[config.mk]
export PLATFORM = sky130hd
export DESIGN_NAME = fetch_controller
export DESIGN_NICKNAME = d
export VERILOG_FILES = /design/src/rtl/fetch_controller.sv
export SDC_FILE = /design/constraint.sdc
export NUM_CORES = 1
export LEC_CHECK = 0
export BUFFER_PORTS_ARGS = -buffer_cell sky130_fd_sc_hd__buf_4
export CORE_MARGIN = 4
export CORE_UTILIZATION = 56
export DETAILED_ROUTE_END_ITERATION = 16
export PLACE_DENSITY = 0.76
export SYNTH_ARGS = -nofsm -noshare
export SYNTH_HDL_FRONTEND = slang
export SYNTH_SLANG_ARGS = --single-unit
[constraint.sdc]
create_clock -name clock -period 2.55 [get_ports clock]
set_clock_uncertainty 0.05 [all_clocks]
set_input_delay 0.1275 -clock clock [delete_from_list [all_inputs] [get_ports clock]]
set_output_delay 0.1275 -clock clock [all_outputs]
set_load 0.01 [all_outputs]
[src/rtl/fetch_controller.sv]
// IF-stage fetch sequencer: owns the PC, runs the imem read handshake, and feeds IF/ID.
// Holds at most one outstanding read and one buffered word; redirects never leak stale words.
module fetch_controller #(
   parameter logic [31:0] RESET_PC     = 32'h0000_0000,
   parameter int unsigned PC_INCREMENT = 4,
   parameter logic [31:0] NOP_INSTR    = 32'h0000_0013
) (
   input  logic        clock,
   input  logic        reset,
   input  logic        stall,
   input  logic        branch_enable,
   input  logic [31:0] branch_address,
   output logic        imem_read,
   output logic [31:0] imem_address,
   input  logic        imem_busywait,
   input  logic [31:0] imem_readdata,
   output logic [31:0] if_instruction,
   output logic [31:0] if_pc,
   output logic        if_valid
);

   typedef enum logic [1:0] {StFetch, StWait, StHold, StDrain} state_e;

   state_e      state_q, state_d;
   logic [31:0] pc_q, pc_d;
   logic [31:0] buf_q, buf_d;
   logic [31:0] buf_pc_q, buf_pc_d;
   logic [31:0] target_q, target_d;
   logic [31:0] if_instr_q, if_instr_d;
   logic [31:0] if_pc_q, if_pc_d;
   logic        if_valid_q, if_valid_d;

   logic        done;
   logic [31:0] branch_tgt;
   logic [31:0] pc_next;

   assign imem_read      = reset && (state_q != StHold);
   assign imem_address   = pc_q;
   assign done           = imem_read && !imem_busywait;
   assign branch_tgt     = branch_address & 32'hFFFF_FFFC;
   assign pc_next        = pc_q + 32'(PC_INCREMENT);
   assign if_instruction = if_instr_q;
   assign if_pc          = if_pc_q;
   assign if_valid       = if_valid_q;

   always_comb begin
      state_d    = state_q;
      pc_d       = pc_q;
      buf_d      = buf_q;
      buf_pc_d   = buf_pc_q;
      target_d   = target_q;
      if_instr_d = if_instr_q;
      if_pc_d    = if_pc_q;
      if_valid_d = if_valid_q;

      case (state_q)
         StFetch, StWait: begin
            if (branch_enable) begin
               if_valid_d = 1'b0;
               if_instr_d = NOP_INSTR;
               if (done) begin
                  pc_d    = branch_tgt;
                  state_d = StFetch;
               end else begin
                  // pc must not move mid-read; the target is applied once the read drains
                  target_d = branch_tgt;
                  state_d  = StDrain;
               end
            end else if (!done) begin
               state_d = StWait;
               if (!stall) begin
                  if_valid_d = 1'b0;
                  if_instr_d = NOP_INSTR;
               end
            end else if (!stall) begin
               if_instr_d = imem_readdata;
               if_pc_d    = pc_q;
               if_valid_d = 1'b1;
               pc_d       = pc_next;
               state_d    = StFetch;
            end else begin
               buf_d    = imem_readdata;
               buf_pc_d = pc_q;
               pc_d     = pc_next;
               state_d  = StHold;
            end
         end
         StHold: begin
            if (branch_enable) begin
               if_valid_d = 1'b0;
               if_instr_d = NOP_INSTR;
               pc_d       = branch_tgt;
               state_d    = StFetch;
            end else if (!stall) begin
               if_instr_d = buf_q;
               if_pc_d    = buf_pc_q;
               if_valid_d = 1'b1;
               state_d    = StFetch;
            end
         end
         StDrain: begin
            if_valid_d = 1'b0;
            if_instr_d = NOP_INSTR;
            if (branch_enable) target_d = branch_tgt;
            if (done) begin
               // newest redirect wins even when it lands on the completing edge
               pc_d    = branch_enable ? branch_tgt : target_q;
               state_d = StFetch;
            end
         end
         default: state_d = StFetch;
      endcase
   end

   always_ff @(posedge clock) begin
      if (!reset) begin
         state_q    <= StFetch;
         pc_q       <= RESET_PC;
         buf_q      <= 32'h0;
         buf_pc_q   <= 32'h0;
         target_q   <= 32'h0;
         if_instr_q <= NOP_INSTR;
         if_pc_q    <= 32'h0;
         if_valid_q <= 1'b0;
      end else begin
         state_q    <= state_d;
         pc_q       <= pc_d;
         buf_q      <= buf_d;
         buf_pc_q   <= buf_pc_d;
         target_q   <= target_d;
         if_instr_q <= if_instr_d;
         if_pc_q    <= if_pc_d;
         if_valid_q <= if_valid_d;
      end
   end

endmodule

; ---- Word-level counts from Yosys, hierarchy flattened
; Index checks and enable logic that the tools add are counted.
[classes]
n_addsub = 1
eq_ne = 16
muxes = 37
bitwise_logic = 1
n_reduce_logical = 13
[op_table]
columns = cell, count
row1 = 2-to-1 mux 32 bit, 19
row2 = case mux 32 bit (3 select lines), 2
row3 = case mux 32 bit (2 select lines), 2
row4 = adder 32 x 3 -> 32 bit (second input constant), 1
row5 = != test 2 bit (second input constant), 10
row6 = 2-to-1 mux 2 bit, 7
row7 = != test 3 bit (second input constant), 2
row8 = case mux 2 bit (3 select lines), 1
row9 = AND reduction 3 bit, 2
row10 = AND reduction 6 bit, 1
row11 = 2-to-1 mux 1 bit, 5
row12 = == test 2 bit (second input constant), 2
row13 = != test 4 bit (second input constant), 1
row14 = AND reduction 2 bit, 2
row15 = AND reduction 4 bit, 1
row16 = nonzero test 2 bit, 2
row17 = case mux 1 bit (3 select lines), 1
row18 = == test 2 x 1 -> 1 bit (second input constant), 1
row19 = logical AND 1 bit, 2
row20 = logical NOT 2 bit, 1
row21 = OR reduction 2 bit, 1
row22 = logical NOT 1 bit, 1
row23 = inverter 1 bit, 1
[word_totals]
register_bits = 195
in_bits = 69
output_inout_bits = 98
elab_cells = 76

; ---- Logic depth before layout (Yosys ltp)
[logic_depth]
word_depth = 6
depth_mapped = 9
mapped_depth_nobuf = 6

; ---- Worst setup path before layout
; OpenSTA, ideal clock, no wires.
[synth_path]
kind = reg2reg
from = reg pc_q[2], in the netlist imem_address[2]
to = reg pc_q[28], in the netlist imem_address[28]
setup_ns = 0.134
arrival_ns = 1.897
required_time_ns = 2.366
slack_ns = 0.468
stages_incl_launch_ff = 8
synth_period_minus_slack_ns = 2.082
cell_sequence = dfxtp_1 -> ha_1 -> clkbuf_1 -> inv_1 -> nor4_4 -> nor4b_2 -> a31o_1 -> a31oi_1
[synth_between]
elab_chain_cells = 4
[synth_rtl]
columns = element, line_no
row1 = from (decl), 25  ; logic [31:0] pc_q, pc_d;
row2 = from (signal assigned), 127  ; pc_q <= pc_d;
row3 = adder 32 x 3 -> 32 bit, 41  ; assign pc_next = pc_q + 32'(PC_INCREMENT);
row4 = 2-to-1 mux 32 bit, 69  ; end else if (!done) begin
row5 = 2-to-1 mux 32 bit, 58  ; if (branch_enable) begin
row6 = case mux 32 bit (3 select lines), 56  ; case (state_q)
; No other way between the ends. The select of a mux whose other input is x is not followed.
; A chain may end at the register's enable or synchronous reset.

; ---- Worst setup path in the final report
[layout_path]
from = in reset
to = reg pc_q[27], in the netlist imem_address[27]
[layout_between]
elab_chain_cells = 4
elab_cells_between_ends = 5
cone_classes = eq/ne: 2 / reduce/logical: 3
[layout_rtl]
columns = element, line_no
row1 = from (decl), 9  ; input logic reset,
row2 = logical AND 1 bit, 37  ; assign imem_read = reset && (state_q != StHold);
row3 = logical AND 1 bit, 39  ; assign done = imem_read && !imem_busywait;
row4 = != test 2 bit (no source line), --
row5 = AND reduction 3 bit (no source line), --
; Several ways; a longest one is shown, not always the timed one.

==> impl_metrics.json <==
{
  "finalPower_mw": 7.24,
  "drc": 0,
  "dp.cells": 1418,
  "peakVddDrop_mv": 0.465,
  "io_pins": 167,
  "ys_seq_elements": 195,
  "die_x_um": 134,
  "ys_top_cells_by_area": "dfxtp_1 44%, nand2_1 10%, a21oi_1 7.3%",
  "p_int_mw": 5.22,
  "clk_pin_slew_ns": 0.07,
  "diodes": 0,
  "endpoint_kind": "register",
  "status": "finished, final reports clean",
  "fin_nets": 1360,
  "cts.sinks": 195,
  "drt-initial-drc-count": 714,
  "wl_per_cell_um": 17.6,
  "async_flop_share_pct": 0,
  "rsz0062_at_grt": "no",
  "fmax_mhz": 442,
  "grt_max_degree": 94,
  "drive_gt1_share_pct": 19.5,
  "cp_slowest_stage_delay_ns": 0.54,
  "path_cells": "dlygate4sd3_1 -> buf_4 -> nand2b_1 -> a21oi_2 -> buf_4 -> nand2_1 -> o221ai_1",
  "synthesis.nets": 1179,
  "min_path_cells": 3,
  "clockBufferDepth": 2,
  "cts_buffers": 17,
  "tightestPinTransition_ns": 1.05,
  "required_ns": 2.84,
  "ys.flop_type": "dfxtp_1",
  "hold_viol": 0,
  "dpl_cell_area_sq_um": 10300,
  "syn_to_final_growth_pct": 29.7,
  "postCtsHoldBufs": 64,
  "synth_top_cell_area_share_pct": 44.0,
  "min_period_ns": 2.26,
  "post_cts_buffers": 0,
  "via_count": 8928,
  "yosysSeqAreaShare_pct": 44.0,
  "core_sq_um": 15400,
  "hold_class": "in -> reg",
  "postLayoutCoreUtil_pct": 74.9,
  "grt_antenna_before_repair": 0,
  "start_util_pct": 57.8,
  "r2r_cells": 5,
  "cp-start-kind": "primary input",
  "ant_nets": 0,
  "gp_congestion": 0.933,
  "worst_ep_arrival_time_ns": 2.55,
  "die_h_um": 134,
  "post-place-ws_ns": 0.422,
  "cts_htree_levels": 4,
  "min_period_over_period_pct": 88.6,
  "setup_viol": 0,
  "grt_pass1_wl_mm": 43.1,
  "slew_headroom_pct": 30.1,
  "first_pass_iters": 5,
  "pwr-share-seq_pct": 46.0,
  "syn_inst": 1109,
  "clk_latency_ns": 0.43,
  "die_area_sq_um": 17900,
  "cts_root_buffer": "clkbuf_16",
  "swShare_pct": 27.8,
  "grt_pass1_vias": 8337,
  "synth.distinct_cells": 66,
  "setup_slack_ns": 0.290,
  "finalSetupTns_ns": 0,
  "avgSynthCellArea_sq_um": 8.01,
  "powerDensity_nw_per_um2": 628,
  "synth_edf_count": 0,
  "via_per_inst": 5.90,
  "p_switching_mw": 2.01,
  "cts_tree": "done",
  "yosys.area.top_type": "dfxtp_1",
  "wl_mm": 26.6,
  "cp_max_fo": 24,
  "p_leak_nw": 4.54,
  "final_area_sq_um": 11500,
  "yosys_warnings": 0,
  "cts_resized": 0,
  "final_cells": 1514,
  "port_buffers": 164,
  "crit_top_cell": "buf_4",
  "clkPwrFrac_pct": 37.3,
  "synth_area_sq_um": 8880,
  "overflow": 0,
  "grt_use_total_pct": 29.3,
  "cp_slowest_cell": "dlygate4sd3_1",
  "comb_power_share_pct": 16.7,
  "slew_violations": 0,
  "timing.hold.ws_ns": 0.0652,
  "path_class": "in -> reg",
  "rows": 45,
  "hpwl_mm": 17.3,
  "cap_violations": 0
}
[Yosys cell counts (6+ instances only)]
cell type / count
a211oi_1: 39
a21oi_1: 129
a221oi_1: 36
a22o_1: 14
a22oi_1: 7
and2_1: 6
and3_1: 8
buf_2: 34
clkbuf_1: 63
dfxtp_1: 195
inv_1: 6
mux2i_1: 41
nand2_1: 238
nand2b_1: 7
nand3_1: 13
nand4_1: 12
nor2_1: 86
nor3_1: 42
nor4_1: 9
o21ai_0: 25
o22ai_1: 10
[worst paths after layout]
path                       to  slack (ns)              from
max          imem_address[27]        0.29             reset
min                  if_valid        0.07             stall
min reg2reg       buf_pc_q[5]        0.40       buf_pc_q[5]
max reg2reg  imem_address[27]        0.33  imem_address[13]
[cell usage in the layout (no fill, tap or decap), types with 3 or more instances in the layout]
cell type and count:
nand2_1 237, buf_4 201, dfxtp_1 195, a21oi_1 128, nor2_1 86, dlygate4sd3_1 64
nor3_1 42, mux2i_1 41, a211oi_1 39, a221oi_1 36, o21ai_0 25, clkbuf_16 17
a22o_1 14, nand3_1 13, nand4_1 12, o22ai_1 10, nor4_1 9, and3_1 8
a22oi_1 7, inv_1 6, nand2b_1 6, o21a_1 5, o2111ai_1 5, o2bb2ai_1 5
and2_1 5, a31oi_1 4, a221o_1 4, buf_12 4, and4_1 3, o31a_1 3
o211ai_1 3, o21ai_1 3, clkinvlp_4 3
[worst max-delay path, delay by kind of cell]
kind	cells	cell delay [ns]
AND/OR/NAND/NOR	2	0.51
buffers and inverters	3	1.17
AO/OA/AOI/OAI	2	0.73
[logic make-up after synthesis]
logic type,synth area share (%)
AO/OA/AOI/OAI,22.8
buffers and inverters,5.68
adder cells (fa/ha/maj),0.141
XOR/XNOR,0.395
multiplexers,4.75
AND/OR/NAND/NOR,22.2
flip-flops,44.0
[per-layer routing]
layer	GRT usage (%)	vias up	part of all wire (%)
met5	0	-	0
met4	8.91	0	1.9
met3	5.93	42	7.4
met2	45.6	374	47
met1	41.3	4195	44
li1	-	4317	-
[power by group through the flow]
stage / sequential (mW) / combinational (mW) / clock [mW]
global placement: 3.39 / 1.09 / 0
finish: 3.33 / 1.21 / 2.70
floorplan: 3.39 / 0.621 / 0
global route: 3.35 / 1.31 / 2.84
CTS: 3.32 / 1.19 / 2.73
detailed placement: 3.39 / 1.11 / 0
[flip-flops by register name, indices dropped and copies added (netlist names)]
signal / flops
if_pc: 32
if_instruction: 32
buf_pc_q: 32
imem_address: 32
if_valid: 1
state_q: 2
target_q: 32
buf_q: 32
[area by class of cell]
class                      instances  area [sq um]
multi-input combinational        799          4490
sequential                       195          3900
fill                            1208          3860
timing repair buffer             269          2230
clock buffer                      19           443
tap                              211           264
clock inverter                    13           150
inverter                           8          32.5
No activity file was read; power rests on OpenSTA's default activity.
